$ cat src/rtl/md_pkg.sv
// Shared encodings for the mult/div issue controller: FSM states, rstatus codes
// and the writeback record.
package md_pkg;

  localparam logic [1:0] IDLE  = 2'd0;
  localparam logic [1:0] START = 2'd1;
  localparam logic [1:0] BUSY  = 2'd2;
  localparam logic [1:0] DONE  = 2'd3;

  localparam logic [4:0]  RSTATUS_REG  = 5'd30;
  localparam logic [31:0] RSTATUS_MULT = 32'd4;
  localparam logic [31:0] RSTATUS_DIV  = 32'd5;

  typedef struct packed {
    logic [4:0]  rd;
    logic [31:0] data;
  } md_wb_t;

  function automatic logic [31:0] rstatus_code(input logic is_div);
    return is_div ? RSTATUS_DIV : RSTATUS_MULT;
  endfunction

endpackage

$ cat src/rtl/md_cycle_counter.sv
// Free-running BUSY cycle counter with synchronous clear/enable and a
// terminal-count flag that is raised in the cycle the count would pass TC_VALUE.
module md_cycle_counter #(
  parameter int CNT_W    = 6,
  parameter int TC_VALUE = 39
) (
  input  logic clock,
  input  logic reset,
  input  logic clr_i,
  input  logic en_i,
  output logic tc_o
);

  localparam logic [CNT_W-1:0] TC = CNT_W'(TC_VALUE);

  logic [CNT_W-1:0] count_q;
  logic [CNT_W-1:0] count_d;

  always_comb begin
    count_d = count_q;
    if (clr_i) begin
      count_d = '0;
    end else if (en_i) begin
      count_d = count_q + 1'b1;
    end
  end

  always_ff @(posedge clock or negedge reset) begin
    if (!reset) begin
      count_q <= '0;
    end else begin
      count_q <= count_d;
    end
  end

  assign tc_o = en_i && (count_q == TC);

endmodule

$ cat src/rtl/md_issue_ctrl.sv
// Issue/sequencing controller for the multi-cycle mult/div units.
// Optional watchdog abort in BUSY is enabled by defining MD_TIMEOUT_EN.
module md_issue_ctrl
  import md_pkg::*;
#(
  parameter int TIMEOUT_CYCLES = 40,
  parameter int CNT_W          = 6
) (
  input  logic        clock,
  input  logic        reset,
  input  logic        valid_in,
  input  logic        is_div,
  input  logic [31:0] opA,
  input  logic [31:0] opB,
  input  logic [4:0]  rd_in,
  input  logic        flush,
  input  logic [31:0] data_result,
  input  logic        data_exception,
  input  logic        data_resultRDY,
  output logic        ctrl_MULT,
  output logic        ctrl_DIV,
  output logic [31:0] md_opA,
  output logic [31:0] md_opB,
  output logic        stall,
  output logic        wb_valid,
  output logic [4:0]  wb_rd,
  output logic [31:0] wb_data
);

`ifdef MD_TIMEOUT_EN
  localparam bit TIMEOUT_EN = 1'b1;
`else
  localparam bit TIMEOUT_EN = 1'b0;
`endif

  logic [1:0]  state_q, state_d;
  logic [31:0] opa_q, opa_d;
  logic [31:0] opb_q, opb_d;
  logic [4:0]  rd_q, rd_d;
  logic        is_div_q, is_div_d;
  logic        ctrl_mult_q, ctrl_mult_d;
  logic        ctrl_div_q, ctrl_div_d;
  logic        wb_valid_q, wb_valid_d;
  md_wb_t      wb_q, wb_d;

  logic accept;
  logic cnt_tc;
  logic timeout;
  logic finish;

  md_cycle_counter #(
    .CNT_W    (CNT_W),
    .TC_VALUE (TIMEOUT_CYCLES - 1)
  ) u_cnt (
    .clock (clock),
    .reset (reset),
    .clr_i (state_q == START),
    .en_i  (state_q == BUSY),
    .tc_o  (cnt_tc)
  );

  assign accept  = (state_q == IDLE) && valid_in && !flush;
  assign timeout = TIMEOUT_EN && cnt_tc;
  // RDY is only honoured in BUSY; flush always wins over completion.
  assign finish  = (state_q == BUSY) && !flush && (data_resultRDY || timeout);

  always_comb begin
    state_d = state_q;
    case (state_q)
      IDLE:    if (accept) state_d = START;
      START:   state_d = flush ? IDLE : BUSY;
      BUSY:    if (flush) state_d = IDLE;
               else if (finish) state_d = DONE;
      default: state_d = IDLE;
    endcase
  end

  always_comb begin
    opa_d       = opa_q;
    opb_d       = opb_q;
    rd_d        = rd_q;
    is_div_d    = is_div_q;
    ctrl_mult_d = accept && !is_div;
    ctrl_div_d  = accept && is_div;
    wb_valid_d  = finish;
    wb_d        = wb_q;
    if (accept) begin
      opa_d    = opA;
      opb_d    = opB;
      rd_d     = rd_in;
      is_div_d = is_div;
    end
    if (finish) begin
      // A watchdog abort without RDY is reported like a unit exception.
      if ((data_resultRDY && data_exception) || !data_resultRDY) begin
        wb_d.rd   = RSTATUS_REG;
        wb_d.data = rstatus_code(is_div_q);
      end else begin
        wb_d.rd   = rd_q;
        wb_d.data = data_result;
      end
    end
  end

  always_ff @(posedge clock or negedge reset) begin
    if (!reset) begin
      state_q     <= IDLE;
      opa_q       <= '0;
      opb_q       <= '0;
      rd_q        <= '0;
      is_div_q    <= 1'b0;
      ctrl_mult_q <= 1'b0;
      ctrl_div_q  <= 1'b0;
      wb_valid_q  <= 1'b0;
      wb_q        <= '0;
    end else begin
      state_q     <= state_d;
      opa_q       <= opa_d;
      opb_q       <= opb_d;
      rd_q        <= rd_d;
      is_div_q    <= is_div_d;
      ctrl_mult_q <= ctrl_mult_d;
      ctrl_div_q  <= ctrl_div_d;
      wb_valid_q  <= wb_valid_d;
      wb_q        <= wb_d;
    end
  end

  assign stall     = (state_q == START) || (state_q == BUSY) ||
                     ((state_q == IDLE) && valid_in);
  assign ctrl_MULT = ctrl_mult_q;
  assign ctrl_DIV  = ctrl_div_q;
  assign md_opA    = opa_q;
  assign md_opB    = opb_q;
  assign wb_valid  = wb_valid_q;
  assign wb_rd     = wb_q.rd;
  assign wb_data   = wb_q.data;

endmodule

$ cat config.mk
export PLATFORM = sky130hd
export DESIGN_NAME = md_issue_ctrl
export DESIGN_NICKNAME = d
export VERILOG_FILES = /design/src/rtl/md_pkg.sv /design/src/rtl/md_cycle_counter.sv /design/src/rtl/md_issue_ctrl.sv
export SDC_FILE = /design/constraint.sdc
export NUM_CORES = 1
export LEC_CHECK = 0
export BUFFER_PORTS_ARGS = -buffer_cell sky130_fd_sc_hd__buf_2
export CELL_PAD_IN_SITES_DETAIL_PLACEMENT = 2
export CELL_PAD_IN_SITES_GLOBAL_PLACEMENT = 2
export CORE_ASPECT_RATIO = 1.2
export CORE_MARGIN = 3
export CORE_UTILIZATION = 30
export CTS_CLUSTER_DIAMETER = 120
export DETAILED_ROUTE_END_ITERATION = 8
export PLACE_DENSITY = 0.9
export SYNTH_ARGS = -nofsm -noshare
export SYNTH_HDL_FRONTEND = slang
export SYNTH_HIERARCHICAL = 1
export SYNTH_SLANG_ARGS = --single-unit
$ cat constraint.sdc
create_clock -name clock -period 2.1 [get_ports clock]
set_input_delay 0.42 -clock clock [delete_from_list [all_inputs] [get_ports clock]]
set_output_delay 0.42 -clock clock [all_outputs]
set_load 0.01 [all_outputs]
; Word-level counts from Yosys, hierarchy flattened
; Index checks and enable logic that the tools add are counted.
[word_totals]
in_bits = 108
output_inout_bits = 105
elab_cells = 36
regBits = 112
[classes]
muxes = 7
n_eq_ne = 4
n_reduce_logical = 15
[ops]
columns = operator, count
row1 = two-way mux 37 bit, 1
row2 = two-way mux 2 bit, 4
row3 = logical AND 1 bit, 7
row4 = one-hot mux 2 bit (3 select lines), 1
row5 = zero test 1 bit, 3
row6 = logical OR 1 bit, 3
row7 = "!= test 3 bit, second input constant", 1
row8 = "== test 2 x 1 -> 1 bit, second input constant", 1
row9 = "== test 2 bit, second input constant", 1
row10 = zero test 2 bit, 1
row11 = "!= test 2 bit, second input constant", 1
row12 = AND reduction 2 bit, 1
row13 = two-way mux 1 bit, 1

; Logic depth before layout (Yosys ltp)
; Gate-level depths: netlist of run 1.
[logic_depth]
word_depth = 6
ltp_mapped = 7
depth_no_buf = 5

; Worst setup path before layout of run 1
; No wires, ideal clock.
[synth_path]
path_kind = register -> register
from = register state_q[0]
to = register opa_q[3] (netlist: md_opA[3])
arrival_time_ns = 1.384
slack_ns = 0.591
path_buffers = 2
required_ns = 1.975
synth_period_minus_slack_ns = 1.509
path_stages_with_launch = 7
setup_ns = 0.125
path_cell_list = dfrtp_1 > inv_1 > ha_1 > nand3b_1 > buf_6 > buf_8 > mux2_4
[synth_between]
elab_chain_len = 3
[synth_rtl]
columns = item, line
row1 = start: declaration, md_issue_ctrl.sv:36  ; logic [1:0] state_q, state_d;
row2 = start signal: assignment, md_issue_ctrl.sv:117  ; state_q <= state_d;
row3 = zero test 2 bit, md_issue_ctrl.sv:62  ; assign accept = (state_q == IDLE) && valid_in && !flush;
row4 = logical AND 1 bit (2 in a row), md_issue_ctrl.sv:62
row5 = end signal: assignment, md_issue_ctrl.sv:118  ; opa_q <= opa_d;
row6 = end: declaration, md_issue_ctrl.sv:37  ; logic [31:0] opa_q, opa_d;
; No other way between the ends.
; A chain may end at the register's enable or synchronous reset.

; Worst setup path in the final report of run 1
[layout_path]
from = register state_q[0]
to = output port stall
[layout_between]
elab_chain_len = 3
elab_cells_between_ends = 6
classes_between = eq/ne: 2 / reduce/logical: 4
[layout_rtl]
columns = item, line
row1 = == test 2 x 1 -> 1 bit (tied with other cells), md_issue_ctrl.sv:129  ; assign stall = (state_q == START) || (state_q == BUSY) ||
row2 = logical OR 1 bit or logical AND 1 bit (tied branches), "md_issue_ctrl.sv:129, md_issue_ctrl.sv:130"
row3 = logical OR 1 bit *, md_issue_ctrl.sv:129
row4 = end: declaration, md_issue_ctrl.sv:24  ; output logic stall,
; Every way passes the cells marked *; elsewhere a longest branch is shown, timed or not.

==> results of run 1 <==
state kept, by name, summed over array words and instances, names as in the netlist:
name / cells
ctrl_DIV: 1
ctrl_MULT: 1
is_div_q: 1
md_opA: 32
md_opB: 32
rd_q: 5
state_q: 2
wb_data: 32
wb_rd: 5
wb_valid: 1
stage by stage:
stage	instance area [µm²]	worst slack, ns	power [mW]	instances
2_1_floorplan	4740	0.591	5.95	335
6_report	6260	0.238	9.28	754
3_5_place_dp	5950	0.321	7.67	736
5_1_grt	6260	0.159	9.90	754
4_1_cts	6250	0.210	9.45	753
3_3_place_gp	5950	0.433	7.30	736
area by class of cell:
class                      count  share of cell area
inverter                       5             0.00300
multi-input combinational    198               0.275
sequential                   112               0.448
clock inverter                 6              0.0108
timing repair buffer         218               0.186
tap                          204              0.0408
antenna                        1            0.000400
clock buffer                  10              0.0366
critical path: cells and delay by family, from the launching register on:
kind / cells / cell delay [ns]
AO/OA/AOI/OAI: 1 / 0.16
adder cells (fa/ha/maj): 1 / 0.31
buffers and inverters: 2 / 0.23
flip-flops: 1 / 0.40
routing by layer:
metal  vias to the layer above  part of all wire  GRT usage  routed length, µm
li1                       1532                 -          -                  -
met5                         -                 0          0                  0
met1                      1709              0.35      0.163               4970
met2                       122              0.58      0.328               8360
met4                         0             0.018     0.0591                252
met3                        17             0.054     0.0370                770
power by group through the flow:
stage,sequential (mW),combinational (mW),clock [mW]
finish,3.85,3.70,1.72
CTS,3.88,3.78,1.79
detailed placement,3.90,3.77,0
floorplan,4.26,1.69,0
global route,4.02,4.00,1.88
global placement,3.79,3.51,0
logic make-up after synthesis:
kind of cell             after synthesis  synth area share
AND/OR/NAND/NOR                       80            0.0823
flip-flops                           112             0.591
buffers and inverters                 25            0.0462
AO/OA/AOI/OAI                         42            0.0462
adder cells (fa/ha/maj)                4            0.0106
multiplexers                          72             0.224
what timing repair did:
action / in CTS / in global routing
hold buffers: 1 / 0
resized for setup: 0 / 0
endpoints found under the setup margin: 0 / 0
endpoints found under the hold margin: 2 / 0
Yosys cell counts, drive strengths merged:
cell       n
o21ai     38
nand2b    33
nand2     37
buf       15
ha         4
clkbuf     5
a2bb2oi    1
mux2i      2
a21oi      1
nand3b     2
inv        5
dfrtp    112
mux2      70
a21o       2
nor2       8
worst max-delay path by stage:
stage	startpoint	endpoint	slack, ns	depth (start not counted)
2_1_floorplan	state_q[0]$_DFFE_PN0P_	md_opA[3]$_DFFE_PN0P_	0.59	6
3_3_place_gp	state_q[0]$_DFFE_PN0P_	md_opA[11]$_DFFE_PN0P_	0.43	5
3_5_place_dp	state_q[0]$_DFFE_PN0P_	md_opA[11]$_DFFE_PN0P_	0.32	5
4_1_cts	state_q[0]$_DFFE_PN0P_	stall	0.21	4
5_1_grt	state_q[0]$_DFFE_PN0P_	stall	0.16	4
6_report	state_q[0]$_DFFE_PN0P_	stall	0.24	4
==> results.sh, run 1 <==
export IMPL_synth_largest_area_cell="sky130_fd_sc_hd__dfrtp_1"
export IMPL_number_of_global_route_vias_before_repair=3873
export IMPL_max_vdd_ir_drop_v=0.000497
export IMPL_switchingPower_mw=3.17
export IMPL_viasPerCell=4.48
export IMPL_finalClockSkew_ns=0.00888
export IMPL_design_portCount=213
export IMPL_r2r_start="state_q[0]$_DFFE_PN0P_"
export IMPL_multi_input_area_mm2=0.00172
export IMPL_clock_tree_buffer_depth=2
export IMPL_crit_path_end_kind="output pin"
export IMPL_worst_slew_margin_rel=0.598
export IMPL_layout_common_cells="sky130_fd_sc_hd__buf_2, sky130_fd_sc_hd__dfrtp_1, sky130_fd_sc_hd__mux2_4"
export IMPL_worst_margin_slew_ns=0.602
export IMPL_postSynthRegisterBits=112
export IMPL_p_seq_frac=0.415
export IMPL_numCtsBuffers=9
export IMPL_post_dp_hpwl_um=11100
export IMPL_drc_errors=0
export IMPL_r2r_end="md_opA[11]$_DFFE_PN0P_"
export IMPL_worstRegToRegCells=5
export IMPL_maximum_fanout_encountered_on_the_critical_timing_path=4
export IMPL_number_of_nets_produced_by_synthesis=447
export IMPL_detail_route_wl_per_cell_um=19.0
export IMPL_share_clk_of_total_power=0.186
export IMPL_sequential_share_of_the_synthesized_area=0.591
export IMPL_final_nets=656
export IMPL_worst_ep_arrival_time_ns=1.44
export IMPL_grt_remaining_overflow=0
export IMPL_gp_congestion=0.736
export IMPL_timing_critical_path_required_ns=1.68
export IMPL_total_leakage_power_nw=3.40
export IMPL_dr_total_vias=3380
export IMPL_final_setup_tns_ns=0
export IMPL_hold_class="input port to flip-flop"
export IMPL_drt_first_pass_iters=4
export IMPL_worstSetupPathType="flip-flop to output pin"
export IMPL_layout_area_overhead_vs_synth_pct=32.0
export IMPL_core_area_mm2=0.0152
export IMPL_worst_path_max_stage_delay_ns=0.40
export IMPL_drv_max_cap_violation_count=0
export IMPL_syn_area_mm2=0.00474
export IMPL_timing_max_transition_violations_final=0
export IMPL_hold_violations=0
export IMPL_run_status="complete, no violations"
export IMPL_rsz0062_at_grt="no"
export IMPL_die_area_mm2=0.0174
export IMPL_period_needed_ns=1.86
export IMPL_netlist_top_cells_area="sky130_fd_sc_hd__dfrtp_1, sky130_fd_sc_hd__mux2_4, sky130_fd_sc_hd__nand2b_1, sky130_fd_sc_hd__o21ai_0, sky130_fd_sc_hd__nand2_1"
export IMPL_r2r_slack_ns=0.35
export IMPL_hold_path_end="ctrl_MULT$_DFF_PN0_"
export IMPL_hold_path_cell_count=2
export IMPL_hold_worst_slack_ns=0.255
export IMPL_post_route_period_util=0.887
export IMPL_worst_skew_pair_late_latency_ns=0.35
export IMPL_power_density_mw_per_mm2=1480
export IMPL_p_int_mw=6.11
export IMPL_drt_initial_drc_count=86
export IMPL_initial_core_util=0.312
export IMPL_placement_rows=49
export IMPL_floorplan_die_width_um=121
export IMPL_clock_tree_htree_level_count=3
export IMPL_drive_gt1_frac=0.550
export IMPL_syn_avg_cell_area_um2=14.2
export IMPL_track_usage=0.164
export IMPL_ff_latch_area_mm2=0.00280
export IMPL_cts_clk_slew_worst_paths_ns=0.07
export IMPL_wirelength_um=14400
export IMPL_synth_cells=335
export IMPL_placement_io_buffers=212
export IMPL_antenna_violating_nets_post_route=0
export IMPL_slowest_stage="sky130_fd_sc_hd__dfrtp_1"
export IMPL_grt_antenna_before_repair=1
export IMPL_timing_limited_maximum_frequency_mhz=537
export IMPL_tritoncts="built"
export IMPL_switching_share=0.342
export IMPL_portion_of_total_power_attributed_to_combinational_logic=0.399
export IMPL_most_common_cell_after_layout_fill_and_taps_aside="sky130_fd_sc_hd__buf_2"
export IMPL_synth_top_cell_area_share=0.591
export IMPL_final_util=0.411
export IMPL_grt_start_max_net_pins=76
export IMPL_setup_viol=0
export IMPL_worstHoldStart="is_div"
export IMPL_post_cts_setup_buffer_count=0
export IMPL_clock_sink_count=112
export IMPL_timing_critical_path_cells="inv_1 > ha_1 > a21o_1 > buf_2"
export IMPL_synth_warnings=6
export IMPL_die_h_um=144
export IMPL_fill_cells=1639
export IMPL_number_of_distinct_standard_cells_referenced_by_the_synthesized_netlist=19
export IMPL_wire_length_of_the_first_global_routing_pass_um=21800
export IMPL_kind_of_launch_point_of_the_worst_setup_path="flip-flop"
export IMPL_clockRootBuffer="sky130_fd_sc_hd__clkbuf_16"
(Power assumes the default switching activity.)
==> run 2, diff against run 1 <==
Settings changed: CORE_ASPECT_RATIO 1.2 to 1.5, CORE_MARGIN 3 to default.
==> run 2 against run 1 <==
Against the previous run: non-clock buffer count rose by 2; cell count fell by 0.27%; core utilization increased by 0.050 points; total power is 0.10% higher; register-to-register slack worse by 0.09 ns; clock skew fell by 0.00066 ns; sequential share of layout area is 0.27 points lower; die area fell by 6.0%; largest power group unchanged; sequential power barely moved.
==> results.sh, run 2 (synthesis gave the netlist of run 1 again) <==
export IMPL_worst_ep_arrival_time_ns=1.47
export IMPL_kind_of_launch_point_of_the_worst_setup_path="flip-flop"
export IMPL_drc_errors=0
export IMPL_detail_route_wl_per_cell_um=18.3
export IMPL_grt_antenna_before_repair=2
export IMPL_layout_area_overhead_vs_synth_pct=32.8
export IMPL_antenna_violating_nets_post_route=0
export IMPL_hold_violations=0
export IMPL_cts_clk_slew_worst_paths_ns=0.08
export IMPL_total_leakage_power_nw=3.43
export IMPL_worst_path_max_stage_delay_ns=0.40
export IMPL_worstRegToRegCells=6
export IMPL_tritoncts="built"
export IMPL_gp_congestion=0.743
export IMPL_drive_gt1_frac=0.555
export IMPL_timing_limited_maximum_frequency_mhz=528
export IMPL_dr_total_vias=3380
export IMPL_setup_viol=0
export IMPL_drv_max_cap_violation_count=0
export IMPL_clock_sink_count=112
export IMPL_run_status="complete, no violations"
export IMPL_timing_critical_path_required_ns=1.68
export IMPL_placement_rows=55
export IMPL_timing_max_transition_violations_final=0
export IMPL_hold_worst_slack_ns=0.0387
export IMPL_wirelength_um=13800
export IMPL_r2r_end="md_opB[20]$_DFFE_PN0P_"
export IMPL_final_nets=658
export IMPL_timing_critical_path_cells="inv_1 > ha_1 > a21o_1 > buf_2"
export IMPL_fill_cells=1635
export IMPL_final_cells=752
export IMPL_worst_slew_margin_rel=0.613
export IMPL_placed_cells_incl_taps=734
export IMPL_clock_tree_buffer_depth=2
export IMPL_wire_length_of_the_first_global_routing_pass_um=21500
export IMPL_design_portCount=213
export IMPL_r2r_start="state_q[0]$_DFFE_PN0P_"
export IMPL_number_of_global_route_vias_before_repair=3953
export IMPL_maximum_fanout_encountered_on_the_critical_timing_path=4
export IMPL_clock_tree_htree_level_count=3
export IMPL_worst_skew_pair_late_latency_ns=0.35
export IMPL_post_cts_setup_buffer_count=0
export IMPL_grt_remaining_overflow=0
export IMPL_floorplan_die_width_um=105
export IMPL_core_area_mm2=0.0153
export IMPL_rsz0062_at_grt="no"
export IMPL_die_area_mm2=0.0163
export IMPL_worst_margin_slew_ns=0.580
export IMPL_numCtsBuffers=9
export IMPL_ctsResizeCount=0
export IMPL_placement_io_buffers=212
export IMPL_worstSetupPathType="flip-flop to output pin"
export IMPL_drt_initial_drc_count=61
export IMPL_most_common_cell_after_layout_fill_and_taps_aside="sky130_fd_sc_hd__buf_2"
export IMPL_post_dp_hpwl_um=10700
export IMPL_grt_start_max_net_pins=70
export IMPL_finalInstanceArea_mm2=0.00629
export IMPL_critical_path_top_delay_family="flip-flops"
export IMPL_layout_common_cells="sky130_fd_sc_hd__buf_2, sky130_fd_sc_hd__dfrtp_1, sky130_fd_sc_hd__mux2_4"
export IMPL_viasPerCell=4.49
export IMPL_drt_first_pass_iters=4
export IMPL_r2r_slack_ns=0.26
export IMPL_clockRootBuffer="sky130_fd_sc_hd__clkbuf_16"
export IMPL_cp_buffers_inverters=2
export IMPL_period_needed_ns=1.89
export IMPL_max_vdd_ir_drop_v=0.000437
export IMPL_final_setup_tns_ns=0
export IMPL_hold_class="input port to asynchronous set/reset pin"
export IMPL_slowest_stage="sky130_fd_sc_hd__dfrtp_1"
export IMPL_initial_core_util=0.310
export IMPL_power_density_mw_per_mm2=1480
export IMPL_die_h_um=156
export IMPL_finalClockSkew_ns=0.00822
export IMPL_placedInstanceArea_mm2=0.00599
export IMPL_post_route_period_util=0.902
export IMPL_crit_path_end_kind="output pin"
export IMPL_postCtsHoldBufs=0
export IMPL_track_usage=0.174
[run 2: worst max-delay path by stage]
stage	from	endpoint	slack, ns	depth (start not counted)
after global placement	state_q[0]$_DFFE_PN0P_	md_opA[26]$_DFFE_PN0P_	0.38	6
after detailed placement	state_q[0]$_DFFE_PN0P_	md_opB[20]$_DFFE_PN0P_	0.27	6
after floorplan	state_q[0]$_DFFE_PN0P_	md_opA[3]$_DFFE_PN0P_	0.59	6
after CTS	state_q[0]$_DFFE_PN0P_	stall	0.18	4
after global routing	state_q[0]$_DFFE_PN0P_	stall	0.14	4
final	state_q[0]$_DFFE_PN0P_	stall	0.21	4
[run 2: power breakdown]
part / internal (mW) / switching [mW] / leakage (nW) / total, mW
clock: 0.868 / 0.848 / 0.144 / 1.72
sequential: 3.22 / 0.654 / 1.38 / 3.87
combinational: 1.97 / 1.72 / 1.90 / 3.70
[run 2: cell type report]
type,count,area (µm²),share of cell area
Antenna cell,2,5.00,0.000795
Clock buffer,10,239,0.0380
Clock inverter,6,61.3,0.00974
Inverter,5,18.8,0.00298
Multi-Input combinational cell,198,1720,0.273
Sequential cell,112,2800,0.445
Tap cell,199,249,0.0396
Timing Repair Buffer,220,1200,0.190
[run 2: stage by stage]
step | worst slack [ns] | util | total power [mW]
2_1_floorplan | 0.591 | - | 5.95
3_3_place_gp | 0.378 | 0.392 | 7.31
3_5_place_dp | 0.266 | 0.392 | 7.67
4_1_cts | 0.180 | 0.412 | 9.46
5_1_grt | 0.142 | 0.412 | 9.85
6_report | 0.206 | 0.412 | 9.29
[run 2: metal layers]
layer / vias to the layer above / GRT usage / part of all wire
li1: 1535 / - / -
met3: 27 / 0.0372 / 0.049
met2: 137 / 0.336 / 0.57
met5: - / 0 / 0
met4: 0 / 0.0939 / 0.031
met1: 1681 / 0.172 / 0.35
